## src/rtl/l1_mem_arb_if.sv

```systemverilog
// Request/response bundle between the cache-side requesters, the L1 memory
// arbiter and the off-core memory port.
//   req_*       : packed per-requester request strobes and payloads
//   req_ack     : per-requester acceptance pulse
//   rsp_*       : per-requester response pulse plus the shared response line
//   mem_req_*   : single outstanding request towards memory
//   mem_rsp_*   : response from memory
//   hold        : flush sequencer request to stop issuing new grants
//   drained     : arbiter idle, nothing in flight
//   spurious_rsp: sticky flag for a memory response with nothing in flight
// Modport slave is the arbiter; modport master is the surrounding
// environment (requesters, memory and flush sequencer).
interface l1_mem_arb_if #(
    parameter int unsigned NUM_REQ = 3,
    parameter int unsigned ADDR_W  = 32,
    parameter int unsigned DATA_W  = 128,
    parameter int unsigned TAG_W   = 2
);
    localparam int unsigned OP_W = 5;

    logic [NUM_REQ-1:0]        req_valid;
    logic [NUM_REQ*ADDR_W-1:0] req_addr;
    logic [NUM_REQ*DATA_W-1:0] req_store_data;
    logic [NUM_REQ*TAG_W-1:0]  req_tag;
    logic [NUM_REQ*OP_W-1:0]   req_opcode;
    logic [NUM_REQ-1:0]        req_ack;

    logic [NUM_REQ-1:0]        rsp_valid;
    logic [DATA_W-1:0]         rsp_load_data;
    logic [TAG_W-1:0]          rsp_tag;
    logic [OP_W-1:0]           rsp_opcode;

    logic                      mem_req_valid;
    logic [ADDR_W-1:0]         mem_req_addr;
    logic [DATA_W-1:0]         mem_req_store_data;
    logic [TAG_W-1:0]          mem_req_tag;
    logic [OP_W-1:0]           mem_req_opcode;
    logic [1:0]                mem_req_src;
    logic                      mem_req_ack;

    logic                      mem_rsp_valid;
    logic [DATA_W-1:0]         mem_rsp_load_data;
    logic [TAG_W-1:0]          mem_rsp_tag;
    logic [OP_W-1:0]           mem_rsp_opcode;

    logic                      hold;
    logic                      drained;
    logic                      spurious_rsp;

    modport slave (
        input  req_valid, req_addr, req_store_data, req_tag, req_opcode,
        output req_ack,
        output rsp_valid, rsp_load_data, rsp_tag, rsp_opcode,
        output mem_req_valid, mem_req_addr, mem_req_store_data, mem_req_tag,
        output mem_req_opcode, mem_req_src,
        input  mem_req_ack,
        input  mem_rsp_valid, mem_rsp_load_data, mem_rsp_tag, mem_rsp_opcode,
        input  hold,
        output drained, spurious_rsp
    );

    modport master (
        output req_valid, req_addr, req_store_data, req_tag, req_opcode,
        input  req_ack,
        input  rsp_valid, rsp_load_data, rsp_tag, rsp_opcode,
        input  mem_req_valid, mem_req_addr, mem_req_store_data, mem_req_tag,
        input  mem_req_opcode, mem_req_src,
        output mem_req_ack,
        output mem_rsp_valid, mem_rsp_load_data, mem_rsp_tag, mem_rsp_opcode,
        output hold,
        input  drained, spurious_rsp
    );
endinterface

```

## src/rtl/l1_mem_arb.sv

```systemverilog
// Round-robin arbiter for the shared off-core memory port. Up to NUM_REQ
// requesters (0 = L1D, 1 = L1I, 2 = spare) post requests; one transaction is
// kept outstanding and its line-sized response is routed back to the owner.
// Ports:
//   clk     : clock
//   reset_n : asynchronous active-low reset
//   bus     : l1_mem_arb_if.slave (requests, responses, memory port,
//             hold/drained handshake, spurious response flag)
module l1_mem_arb #(
    parameter int unsigned NUM_REQ = 3,
    parameter int unsigned ADDR_W  = 32,
    parameter int unsigned DATA_W  = 128,
    parameter int unsigned TAG_W   = 2
) (
    input  logic        clk,
    input  logic        reset_n,
    l1_mem_arb_if.slave bus
);
    localparam int unsigned OP_W  = 5;
    localparam int unsigned IDX_W = 2;

    typedef enum logic [1:0] {
        IDLE     = 2'd0,
        REQ      = 2'd1,
        WAIT_RSP = 2'd2
    } state_t;

    state_t              r_state,          w_state_nxt;
    logic [NUM_REQ-1:0]  r_pending,        w_pending_nxt;
    logic [IDX_W-1:0]    r_last_gnt,       w_last_gnt_nxt;
    logic [IDX_W-1:0]    r_gnt,            w_gnt_nxt;
    logic [NUM_REQ-1:0]  r_req_ack,        w_req_ack_nxt;
    logic [NUM_REQ-1:0]  r_rsp_valid,      w_rsp_valid_nxt;
    logic [DATA_W-1:0]   r_rsp_load_data,  w_rsp_load_data_nxt;
    logic [TAG_W-1:0]    r_rsp_tag,        w_rsp_tag_nxt;
    logic [OP_W-1:0]     r_rsp_opcode,     w_rsp_opcode_nxt;
    logic                r_mem_req_valid,  w_mem_req_valid_nxt;
    logic [ADDR_W-1:0]   r_mem_req_addr,   w_mem_req_addr_nxt;
    logic [DATA_W-1:0]   r_mem_req_data,   w_mem_req_data_nxt;
    logic [TAG_W-1:0]    r_mem_req_tag,    w_mem_req_tag_nxt;
    logic [OP_W-1:0]     r_mem_req_opcode, w_mem_req_opcode_nxt;
    logic                r_drained,        w_drained_nxt;
    logic                r_spurious,       w_spurious_nxt;

    // Unpacked views of the per-requester payloads
    logic [ADDR_W-1:0] w_req_addr [NUM_REQ];
    logic [DATA_W-1:0] w_req_data [NUM_REQ];
    logic [TAG_W-1:0]  w_req_tag  [NUM_REQ];
    logic [OP_W-1:0]   w_req_op   [NUM_REQ];

    for (genvar g = 0; g < NUM_REQ; g++) begin : g_unpack
        assign w_req_addr[g] = bus.req_addr[g*ADDR_W +: ADDR_W];
        assign w_req_data[g] = bus.req_store_data[g*DATA_W +: DATA_W];
        assign w_req_tag[g]  = bus.req_tag[g*TAG_W +: TAG_W];
        assign w_req_op[g]   = bus.req_opcode[g*OP_W +: OP_W];
    end

    // Round-robin pick: first requester above last_gnt, wrapping
    logic [NUM_REQ-1:0] w_req;
    logic [IDX_W-1:0]   w_idx;
    logic [IDX_W-1:0]   w_sel;
    logic               w_sel_vld;

    always_comb begin
        w_req     = r_pending | bus.req_valid;
        w_idx     = '0;
        w_sel     = '0;
        w_sel_vld = 1'b0;
        for (int unsigned k = 1; k <= NUM_REQ; k++) begin
            w_idx = IDX_W'((32'(r_last_gnt) + k) % NUM_REQ);
            if (!w_sel_vld && w_req[w_idx]) begin
                w_sel     = w_idx;
                w_sel_vld = 1'b1;
            end
        end
    end

    // State and output registers
    always_ff @(posedge clk or negedge reset_n) begin
        if (!reset_n) begin
            r_state          <= IDLE;
            r_pending        <= '0;
            r_last_gnt       <= IDX_W'(NUM_REQ - 1);
            r_gnt            <= '0;
            r_req_ack        <= '0;
            r_rsp_valid      <= '0;
            r_rsp_load_data  <= '0;
            r_rsp_tag        <= '0;
            r_rsp_opcode     <= '0;
            r_mem_req_valid  <= 1'b0;
            r_mem_req_addr   <= '0;
            r_mem_req_data   <= '0;
            r_mem_req_tag    <= '0;
            r_mem_req_opcode <= '0;
            r_drained        <= 1'b1;
            r_spurious       <= 1'b0;
        end else begin
            r_state          <= w_state_nxt;
            r_pending        <= w_pending_nxt;
            r_last_gnt       <= w_last_gnt_nxt;
            r_gnt            <= w_gnt_nxt;
            r_req_ack        <= w_req_ack_nxt;
            r_rsp_valid      <= w_rsp_valid_nxt;
            r_rsp_load_data  <= w_rsp_load_data_nxt;
            r_rsp_tag        <= w_rsp_tag_nxt;
            r_rsp_opcode     <= w_rsp_opcode_nxt;
            r_mem_req_valid  <= w_mem_req_valid_nxt;
            r_mem_req_addr   <= w_mem_req_addr_nxt;
            r_mem_req_data   <= w_mem_req_data_nxt;
            r_mem_req_tag    <= w_mem_req_tag_nxt;
            r_mem_req_opcode <= w_mem_req_opcode_nxt;
            r_drained        <= w_drained_nxt;
            r_spurious       <= w_spurious_nxt;
        end
    end

    // Next-state and output logic
    logic [NUM_REQ-1:0] w_clr;

    always_comb begin
        w_state_nxt          = r_state;
        w_clr                = '0;
        w_last_gnt_nxt       = r_last_gnt;
        w_gnt_nxt            = r_gnt;
        w_req_ack_nxt        = '0;
        w_rsp_valid_nxt      = '0;
        w_rsp_load_data_nxt  = r_rsp_load_data;
        w_rsp_tag_nxt        = r_rsp_tag;
        w_rsp_opcode_nxt     = r_rsp_opcode;
        w_mem_req_valid_nxt  = r_mem_req_valid;
        w_mem_req_addr_nxt   = r_mem_req_addr;
        w_mem_req_data_nxt   = r_mem_req_data;
        w_mem_req_tag_nxt    = r_mem_req_tag;
        w_mem_req_opcode_nxt = r_mem_req_opcode;
        w_spurious_nxt       = r_spurious;

        unique case (r_state)
            IDLE: begin
                if (bus.mem_rsp_valid) begin
                    w_spurious_nxt = 1'b1;
                end
                if (!bus.hold && w_sel_vld) begin
                    w_gnt_nxt            = w_sel;
                    w_mem_req_valid_nxt  = 1'b1;
                    w_mem_req_addr_nxt   = w_req_addr[w_sel];
                    w_mem_req_data_nxt   = w_req_data[w_sel];
                    w_mem_req_tag_nxt    = w_req_tag[w_sel];
                    w_mem_req_opcode_nxt = w_req_op[w_sel];
                    w_state_nxt          = REQ;
                end
            end
            REQ: begin
                if (bus.mem_req_ack) begin
                    w_mem_req_valid_nxt  = 1'b0;
                    w_req_ack_nxt[r_gnt] = 1'b1;
                    w_clr[r_gnt]         = 1'b1;
                    w_last_gnt_nxt       = r_gnt;
                    // A response alongside the ack completes the transaction at once
                    if (bus.mem_rsp_valid) begin
                        w_rsp_valid_nxt[r_gnt] = 1'b1;
                        w_rsp_load_data_nxt    = bus.mem_rsp_load_data;
                        w_rsp_tag_nxt          = bus.mem_rsp_tag;
                        w_rsp_opcode_nxt       = bus.mem_rsp_opcode;
                        w_state_nxt            = IDLE;
                    end else begin
                        w_state_nxt = WAIT_RSP;
                    end
                end else if (bus.mem_rsp_valid) begin
                    w_spurious_nxt = 1'b1;
                end
            end
            WAIT_RSP: begin
                if (bus.mem_rsp_valid) begin
                    w_rsp_valid_nxt[r_gnt] = 1'b1;
                    w_rsp_load_data_nxt    = bus.mem_rsp_load_data;
                    w_rsp_tag_nxt          = bus.mem_rsp_tag;
                    w_rsp_opcode_nxt       = bus.mem_rsp_opcode;
                    w_state_nxt            = IDLE;
                end
            end
            default: begin
                w_state_nxt = IDLE;
            end
        endcase

        // A new strobe wins over the ack clear so back-to-back requests queue
        w_pending_nxt = bus.req_valid | (r_pending & ~w_clr);
        w_drained_nxt = (w_state_nxt == IDLE);
    end

    assign bus.req_ack            = r_req_ack;
    assign bus.rsp_valid          = r_rsp_valid;
    assign bus.rsp_load_data      = r_rsp_load_data;
    assign bus.rsp_tag            = r_rsp_tag;
    assign bus.rsp_opcode         = r_rsp_opcode;
    assign bus.mem_req_valid      = r_mem_req_valid;
    assign bus.mem_req_addr       = r_mem_req_addr;
    assign bus.mem_req_store_data = r_mem_req_data;
    assign bus.mem_req_tag        = r_mem_req_tag;
    assign bus.mem_req_opcode     = r_mem_req_opcode;
    assign bus.mem_req_src        = r_gnt;
    assign bus.drained            = r_drained;
    assign bus.spurious_rsp       = r_spurious;

endmodule
```

## src/flat_wrapper.sv

```systemverilog
// flat-port wrapper written by rule: the top's interface ports become plain ports
module l1_mem_arb_flat 
#(
    parameter int unsigned NUM_REQ = 3,
    parameter int unsigned ADDR_W  = 32,
    parameter int unsigned DATA_W  = 128,
    parameter int unsigned TAG_W   = 2
)
  (clk, reset_n, bus_req_valid, bus_req_addr, bus_req_store_data, bus_req_tag, bus_req_opcode, bus_req_ack, bus_rsp_valid, bus_rsp_load_data, bus_rsp_tag, bus_rsp_opcode, bus_mem_req_valid, bus_mem_req_addr, bus_mem_req_store_data, bus_mem_req_tag, bus_mem_req_opcode, bus_mem_req_src, bus_mem_req_ack, bus_mem_rsp_valid, bus_mem_rsp_load_data, bus_mem_rsp_tag, bus_mem_rsp_opcode, bus_hold, bus_drained, bus_spurious_rsp);
  l1_mem_arb_if #(.NUM_REQ(NUM_REQ), .ADDR_W(ADDR_W), .DATA_W(DATA_W), .TAG_W(TAG_W)) bus_i ();
  input  logic clk;
  input  logic reset_n;
  input wire logic [$bits(bus_i.req_valid)-1:0] bus_req_valid;
  input wire logic [$bits(bus_i.req_addr)-1:0] bus_req_addr;
  input wire logic [$bits(bus_i.req_store_data)-1:0] bus_req_store_data;
  input wire logic [$bits(bus_i.req_tag)-1:0] bus_req_tag;
  input wire logic [$bits(bus_i.req_opcode)-1:0] bus_req_opcode;
  output wire logic [$bits(bus_i.req_ack)-1:0] bus_req_ack;
  output wire logic [$bits(bus_i.rsp_valid)-1:0] bus_rsp_valid;
  output wire logic [$bits(bus_i.rsp_load_data)-1:0] bus_rsp_load_data;
  output wire logic [$bits(bus_i.rsp_tag)-1:0] bus_rsp_tag;
  output wire logic [$bits(bus_i.rsp_opcode)-1:0] bus_rsp_opcode;
  output wire logic [$bits(bus_i.mem_req_valid)-1:0] bus_mem_req_valid;
  output wire logic [$bits(bus_i.mem_req_addr)-1:0] bus_mem_req_addr;
  output wire logic [$bits(bus_i.mem_req_store_data)-1:0] bus_mem_req_store_data;
  output wire logic [$bits(bus_i.mem_req_tag)-1:0] bus_mem_req_tag;
  output wire logic [$bits(bus_i.mem_req_opcode)-1:0] bus_mem_req_opcode;
  output wire logic [$bits(bus_i.mem_req_src)-1:0] bus_mem_req_src;
  input wire logic [$bits(bus_i.mem_req_ack)-1:0] bus_mem_req_ack;
  input wire logic [$bits(bus_i.mem_rsp_valid)-1:0] bus_mem_rsp_valid;
  input wire logic [$bits(bus_i.mem_rsp_load_data)-1:0] bus_mem_rsp_load_data;
  input wire logic [$bits(bus_i.mem_rsp_tag)-1:0] bus_mem_rsp_tag;
  input wire logic [$bits(bus_i.mem_rsp_opcode)-1:0] bus_mem_rsp_opcode;
  input wire logic [$bits(bus_i.hold)-1:0] bus_hold;
  output wire logic [$bits(bus_i.drained)-1:0] bus_drained;
  output wire logic [$bits(bus_i.spurious_rsp)-1:0] bus_spurious_rsp;
  assign bus_i.req_valid = bus_req_valid;
  assign bus_i.req_addr = bus_req_addr;
  assign bus_i.req_store_data = bus_req_store_data;
  assign bus_i.req_tag = bus_req_tag;
  assign bus_i.req_opcode = bus_req_opcode;
  assign bus_req_ack = bus_i.req_ack;
  assign bus_rsp_valid = bus_i.rsp_valid;
  assign bus_rsp_load_data = bus_i.rsp_load_data;
  assign bus_rsp_tag = bus_i.rsp_tag;
  assign bus_rsp_opcode = bus_i.rsp_opcode;
  assign bus_mem_req_valid = bus_i.mem_req_valid;
  assign bus_mem_req_addr = bus_i.mem_req_addr;
  assign bus_mem_req_store_data = bus_i.mem_req_store_data;
  assign bus_mem_req_tag = bus_i.mem_req_tag;
  assign bus_mem_req_opcode = bus_i.mem_req_opcode;
  assign bus_mem_req_src = bus_i.mem_req_src;
  assign bus_i.mem_req_ack = bus_mem_req_ack;
  assign bus_i.mem_rsp_valid = bus_mem_rsp_valid;
  assign bus_i.mem_rsp_load_data = bus_mem_rsp_load_data;
  assign bus_i.mem_rsp_tag = bus_mem_rsp_tag;
  assign bus_i.mem_rsp_opcode = bus_mem_rsp_opcode;
  assign bus_i.hold = bus_hold;
  assign bus_drained = bus_i.drained;
  assign bus_spurious_rsp = bus_i.spurious_rsp;
  l1_mem_arb #(.NUM_REQ(NUM_REQ), .ADDR_W(ADDR_W), .DATA_W(DATA_W), .TAG_W(TAG_W)) u_core (.clk(clk), .reset_n(reset_n), .bus(bus_i));
endmodule
```

## config.mk

```make
export PLATFORM = sky130hd
export DESIGN_NAME = l1_mem_arb_flat
export DESIGN_NICKNAME = d
export VERILOG_FILES = /design/src/rtl/l1_mem_arb_if.sv /design/src/rtl/l1_mem_arb.sv /design/src/flat_wrapper.sv
export SDC_FILE = /design/constraint.sdc
export NUM_CORES = 1
export LEC_CHECK = 0
export BUFFER_PORTS_ARGS = -buffer_cell sky130_fd_sc_hd__buf_2
export CAP_MARGIN = 10
export CORE_AREA = 2 2 375 377
export DETAILED_ROUTE_END_ITERATION = 10
export DIE_AREA = 0 0 377 379
export GPL_ROUTABILITY_DRIVEN = 0
export PLACE_DENSITY = 0.4
export SYNTH_ARGS = -nofsm -noshare
export SYNTH_HDL_FRONTEND = slang
export SYNTH_SLANG_ARGS = --single-unit
```

## constraint.sdc

```tcl
create_clock -name clk -period 2.74 [get_ports clk]
set_clock_uncertainty 0.05 [all_clocks]
set_input_delay 0.137 -clock clk [delete_from_list [all_inputs] [get_ports clk]]
set_output_delay 0.137 -clock clk [all_outputs]
set_load 0.05 [all_outputs]
```

==> impl_metrics.tcl, run 1 <==
set metrics [dict create \
    die_h_um 379 \
    fillers 14880 \
    synth_edf_count 0 \
    period_share_pct 111.6 \
    ys_seq_area_share_pct 39.07 \
    grt_max_degree 144 \
    final_cell_mix "955 x buf_2, 627 x dlygate4sd3_1, 318 x dfrtp_1" \
    violations "negative setup slack" \
    async_reset_ff_share_pct 100.0 \
    dr.pass1.iters 5 \
    grt_pass1_wl_mm 190.5 \
    slew_headroom_pct 46.68 \
    insertion_delay_ns 0.64 \
    synth_area_mm2 0.02050 \
    htree_levels 2 \
    final_common_cell "buf_2" \
    postPlaceCellArea_mm2 0.02887 \
    fin_area_mm2 0.03832 \
    numCtsBuffers 47 \
    vias 25650 \
    worst_pin_slew_ns 0.7997 \
    grt_pass1_vias 26340 \
    hold_viol 0 \
    viasPerCell 4.569 \
    cp_max_fo 46 \
    initial_core_util_pct 14.76 \
    cellPowerDensity_mw_per_mm2 1157 \
    clockBufferDepth 3 \
    die_area_mm2 0.1429 \
    r2r_start "u_core.r_last_gnt[1]" \
    grt_overflow_total 0 \
    synth_flop_cell "dfrtp_1" \
    root_buffer "clkbuf_16" \
    outcome "finished, violations left" \
    fin_ws_ns -0.3185 \
    wl_per_cell_um 24.85 \
    drc 0 \
    ir_drop_mv 0.8457 \
    grt_usage_pct 18.11 \
    highest_layer "met5" \
    num_io_pins 957 \
    hp-class "in2reg" \
    wl_met3_mm 9.538 \
    die_w_um 377 \
    startpoint_type "flop" \
    area_growth_pct 86.91 \
    pre_cts_slack_ns -0.5379 \
    num_rows 137 \
    cp.arrival_ns 3.52 \
    finalCriticalPeriod_ns 3.059 \
    met2WireLength_mm 66.60 \
    antenna_found_initial 40 \
    syn-num-nets 2826 \
    drive_above_1_share_pct 43.97 \
    dp_hpwl_mm 97.34 \
    hold_start "bus_req_store_data[46]" \
    coreArea_mm2 0.1388 \
    wl_mm 139.5 \
    multi_input_area_mm2 0.01213 \
    ys_ff_latch 320 \
    slew_viol_final 0 \
    setup_viol 167 \
    timing.fmax_mhz 327.0 \
    port_buffers 956 \
    total_power_mw 44.35 \
    regArea_mm2 0.008010 \
    ys_types 51 \
    syn_area_per_cell_um2 9.429 \
    p_leak_nw 16.38 \
    cap_violations 0 \
    worst_ep_required_time_ns 3.20 \
    rsz0062_at_grt "yes" \
    cts.reportedPaths.clkPinSlew_ns 0.06 \
    dr.first_iter.drc_count 1516 \
    cts_tree "built" \
    setup.worst_path.start "u_core.r_last_gnt[1]" \
    clock-sinks 320 \
    wl_met1_mm 57.56 \
    nets 4406 \
    hold_slack_ns 0.02951 \
    synthCells 2174 \
    yosysWarnings 0 \
    finalSetupTns_ns -29.92 \
    end_kind "flop" \
    ant_nets 0 \
    critPathKind "reg2reg" \
]
-- cell usage after synthesis, types with 2 or more instances --
| library cell | n | area (µm²) |
|---|---|---|
| nand4_1 | 167 | 1045 |
| a21boi_0 | 131 | 983.4 |
| o211ai_2 | 34 | 425.4 |
| nor2b_1 | 6 | 37.54 |
| a211oi_2 | 77 | 963.4 |
| nor2_1 | 9 | 33.78 |
| buf_6 | 14 | 157.7 |
| inv_1 | 10 | 37.54 |
| o211ai_1 | 134 | 1006 |
| buf_1 | 3 | 11.26 |
| a21o_1 | 2 | 15.01 |
| nand2b_1 | 6 | 37.54 |
| a21boi_1 | 36 | 270.3 |
| ha_1 | 8 | 100.1 |
| a211o_1 | 2 | 17.52 |
| nand2_1 | 173 | 649.4 |
| mux2_2 | 137 | 1543 |
| nor3_1 | 3 | 15.01 |
| and3_1 | 167 | 1045 |
| or3_1 | 2 | 12.51 |
| a21oi_1 | 4 | 20.02 |
| o21ai_0 | 175 | 875.8 |
| dfrtp_1 | 318 | 7958 |
| clkbuf_1 | 254 | 953.4 |
| dfstp_2 | 2 | 52.55 |
| a211oi_1 | 257 | 1929 |
| buf_2 | 19 | 95.09 |
-- timing repair --
item / CTS / global route
gates resized for setup: 121 / 108
buffers inserted: 6 / 10
endpoints found under the setup margin: 172 / 171
cloned: 7 / 9
pin swaps: 19 / 36
endpoints found under the hold margin: 489 / 1
hold buffers: 626 / 1
-- state kept, by name (all words and copies together) (netlist names), 3 cells and up --
register                       flops
u_core.bus.mem_req_store_data    128
u_core.bus.rsp_load_data         128
u_core.bus.mem_req_addr           32
u_core.bus.mem_req_opcode          5
u_core.bus.rsp_opcode              5
u_core.bus.req_ack                 3
u_core.bus.rsp_valid               3
u_core.r_pending                   3
-- report_power, final --
group	internal (mW)	switching, mW
combinational	9.89	19.4
clock	3.78	2.73
sequential	7.03	1.54
-- critical path: stages (launching register included) --
cell	delay, ns
dfstp_2	0.55
ha_4	0.20
or4b_4	0.52
or4_4	0.50
buf_12	0.20
buf_12	0.20
buf_4	0.14
and3_1	0.17
a211oi_1	0.25
o211ai_1	0.11
-- per-layer routing --
layer / global-route usage (%) / up-vias
met1: 22.15 / 12680
met3: 3.856 / 250
met5: 0 / -
li1: - / 11590
met4: 7.208 / 26
met2: 30.83 / 1113
-- cells by family (layout without fill, tap and decap cells) --
group           count (synthesis)  in the layout  synth area share, %
compound gates                864            864                32.31
fa+ha+maj                       8              8               0.4883
buf+inv                       301           1916                6.158
flops                         320            320                39.07
mux                           137            137                7.526
other cells                     0             18                    0
simple gates                  544            544                14.45
-- final timing paths --
path | to | depth (start not counted) | slack [ns]
max | u_core.bus.mem_req_store_data[85] | 9 | -0.32
min | u_core.bus.mem_req_store_data[46] | 4 | 0.03
max reg2reg | u_core.bus.mem_req_store_data[85] | 9 | -0.32
min reg2reg | u_core.bus.rsp_load_data[100] | 1 | 0.45
max in group asynchronous | u_core.bus.mem_req_store_data[87] | 3 | 1.66
min in group asynchronous | u_core.bus.rsp_load_data[108] | 2 | 0.04
-- area by class of cell --
class                      count  area share [%]
timing repair buffer        1822           37.12
multi-input combinational   1553           31.66
sequential                   320           20.91
tap                         1807           5.901
clock buffer                  63           3.540
clock inverter                21          0.6563
antenna                       18          0.1176
inverter                      10         0.09796
-- through the flow --
step / utilization, % / std cells
floorplan: - / 2174
global placement: 20.79 / 4855
detailed placement: 20.79 / 4855
CTS: 27.01 / 5577
global route: 27.58 / 5607
finish: 27.60 / 5614
No activity file was read; power rests on OpenSTA's default activity.
==> run 2: changes to the inputs <==
Settings changed: REMOVE_ABC_BUFFERS from default to 1.
==> run 2 against run 1 <==
The flow still finishes with violations (negative setup slack). Worst setup slack improved by 0.090 ns. Routed wire length fell by 5.4%. Register-to-register slack improved by 0.09 ns. Sequential share of layout area rose by 0.27 points. First-iteration DRC count fell by 6.5%. Clock-buffer cell count did not move. Final cell count barely moved. Die area did not move. Combinational power fell by 1%. Flip-flop and latch count did not move. Non-clock buffer count rose by 7. Largest cell class unchanged. Highest routed layer unchanged.
==> impl_metrics.tcl, run 2 (synthesized netlist as in run 1, its figures left out) <==
set metrics [dict create \
    cts.reportedPaths.clkPinSlew_ns 0.06 \
    clockBufferDepth 3 \
    area_growth_pct 84.51 \
    die_w_um 377 \
    root_buffer "clkbuf_16" \
    startpoint_type "flop" \
    timing.fmax_mhz 336.8 \
    violations "negative setup slack" \
    fin_ws_ns -0.2287 \
    numCtsBuffers 45 \
    cap_violations 0 \
    slew_viol_final 0 \
    grt_usage_pct 17.25 \
    nets 4411 \
    worst_ep_required_time_ns 3.18 \
    end_kind "flop" \
    final_core_util_pct 27.24 \
    clock-sinks 320 \
    finalSetupTns_ns -24.93 \
    critPathKind "reg2reg" \
    fillers 14910 \
    drc 0 \
    dr.first_iter.drc_count 1418 \
    setup_viol 169 \
    grt_overflow_total 0 \
    hold_viol 0 \
    vias 25290 \
    viasPerCell 4.504 \
    postPlaceCellArea_mm2 0.02908 \
    multi_input_area_mm2 0.01186 \
    htree_levels 2 \
    die_area_mm2 0.1429 \
    pre_cts_slack_ns -0.3935 \
    antenna_found_initial 29 \
    fin_area_mm2 0.03782 \
    finalCriticalPeriod_ns 2.969 \
    num_rows 137 \
    dr.pass1.iters 5 \
    cellPowerDensity_mw_per_mm2 1168 \
    rsz0062_at_grt "yes" \
    grt_pass1_wl_mm 183.9 \
    ant_nets 0 \
    met1_usage_pct 20.23 \
    wl_per_cell_um 23.51 \
    initial_core_util_pct 14.76 \
    final_cell_mix "955 x buf_2, 632 x dlygate4sd3_1, 318 x dfrtp_1" \
    period_share_pct 108.3 \
    regArea_mm2 0.008010 \
    grt_max_degree 73 \
    ir_drop_mv 0.9120 \
    cp_max_fo 21 \
    cp.arrival_ns 3.41 \
    num_io_pins 957 \
    coreArea_mm2 0.1388 \
    outcome "finished, violations left" \
    port_buffers 956 \
    cts_tree "built" \
    insertion_delay_ns 0.61 \
    use_met3_pct 4.227 \
    use_met2_pct 30.15 \
    slew_headroom_pct 47.26 \
    wl_mm 132.0 \
    dp_hpwl_mm 96.85 \
    worst_pin_slew_ns 0.7912 \
    p_leak_nw 16.25 \
    grt_pass1_vias 26120 \
    busiest_layer "met2" \
    final_common_cell "buf_2" \
    total_power_mw 44.18 \
    hp-class "in2reg" \
    die_h_um 379 \
    drive_above_1_share_pct 42.83 \
]
## run 2: cell types whose count changed in the layout (fill, tap and decap cells not counted), moves of 5 or more
cell	delta
a211oi_4	-13
a21boi_2	-15
a21boi_1	-15
clkinvlp_4	-5
buf_4	+26
bufinv_16	+5
buf_16	-8
dlygate4sd3_1	+5
clkbuf_16	-5
and3_1	+25
a211oi_2	+15
a21boi_0	+32
and3_4	-25
buf_6	-10
## run 2: final timing paths
| path | startpoint | endpoint | slack, ns | depth (start not counted) |
|---|---|---|---|---|
| min | bus_req_store_data[52] | u_core.bus.mem_req_store_data[52] | 0.04 | 4 |
| min in group asynchronous | reset_n | u_core.bus.rsp_load_data[16] | 0.11 | 2 |
| max reg2reg | u_core.r_last_gnt[1] | u_core.bus.mem_req_addr[11] | -0.23 | 8 |
| max | u_core.r_last_gnt[1] | u_core.bus.mem_req_addr[11] | -0.23 | 8 |
| min reg2reg | u_core.bus.rsp_load_data[1] | u_core.bus.rsp_load_data[1] | 0.45 | 1 |
| max in group asynchronous | reset_n | u_core.bus.rsp_load_data[112] | 1.72 | 3 |
## run 2: through the flow
stage	cells	hold slack, ns
4_1_cts	5592	0.007067
6_report	5615	0.04239
3_3_place_gp	4878	0.1731
2_1_floorplan	1883	-0.2086
5_1_grt	5610	0.03416
3_5_place_dp	4878	0.1692
## run 2: what timing repair did
action | in CTS | in global routing
gates resized for setup | 70 | 50
endpoints found under the hold margin | 434 | 0
endpoints found under the setup margin | 172 | 172
setup buffers | 0 | 4
pin swaps | 14 | 3
hold buffers | 632 | 0
cloned | 0 | 5
## run 2: cell type report
class | count | share of cell area, %
Antenna cell | 14 | 0.09262
Multi-Input combinational cell | 1553 | 31.34
Sequential cell | 320 | 21.18
Tap cell | 1807 | 5.978
Clock buffer | 63 | 3.477
Timing Repair Buffer | 1829 | 36.98
Clock inverter | 19 | 0.8501
Inverter | 10 | 0.09924
## run 2: where the power goes
part,internal (mW),switching (mW)
Combinational,9.64,19.3
Clock,4.10,2.60
Sequential,7.03,1.51
## run 2: metal layers
layer / share of wire [%] / vias to the layer above
met5: 0.074 / -
met4: 3.9 / 14
met3: 7.0 / 229
met2: 49 / 1051
met1: 40 / 12430
li1: - / 11570
## run 2: worst max-delay path, cell delays in order (launching register included)
cell and delay (ns):
dfstp_2 0.55, ha_4 0.20, or4b_1 0.53, or4_4 0.51, buf_12 0.20, buf_4 0.22, and3_1 0.20, a211oi_2 0.25
o211ai_2 0.09
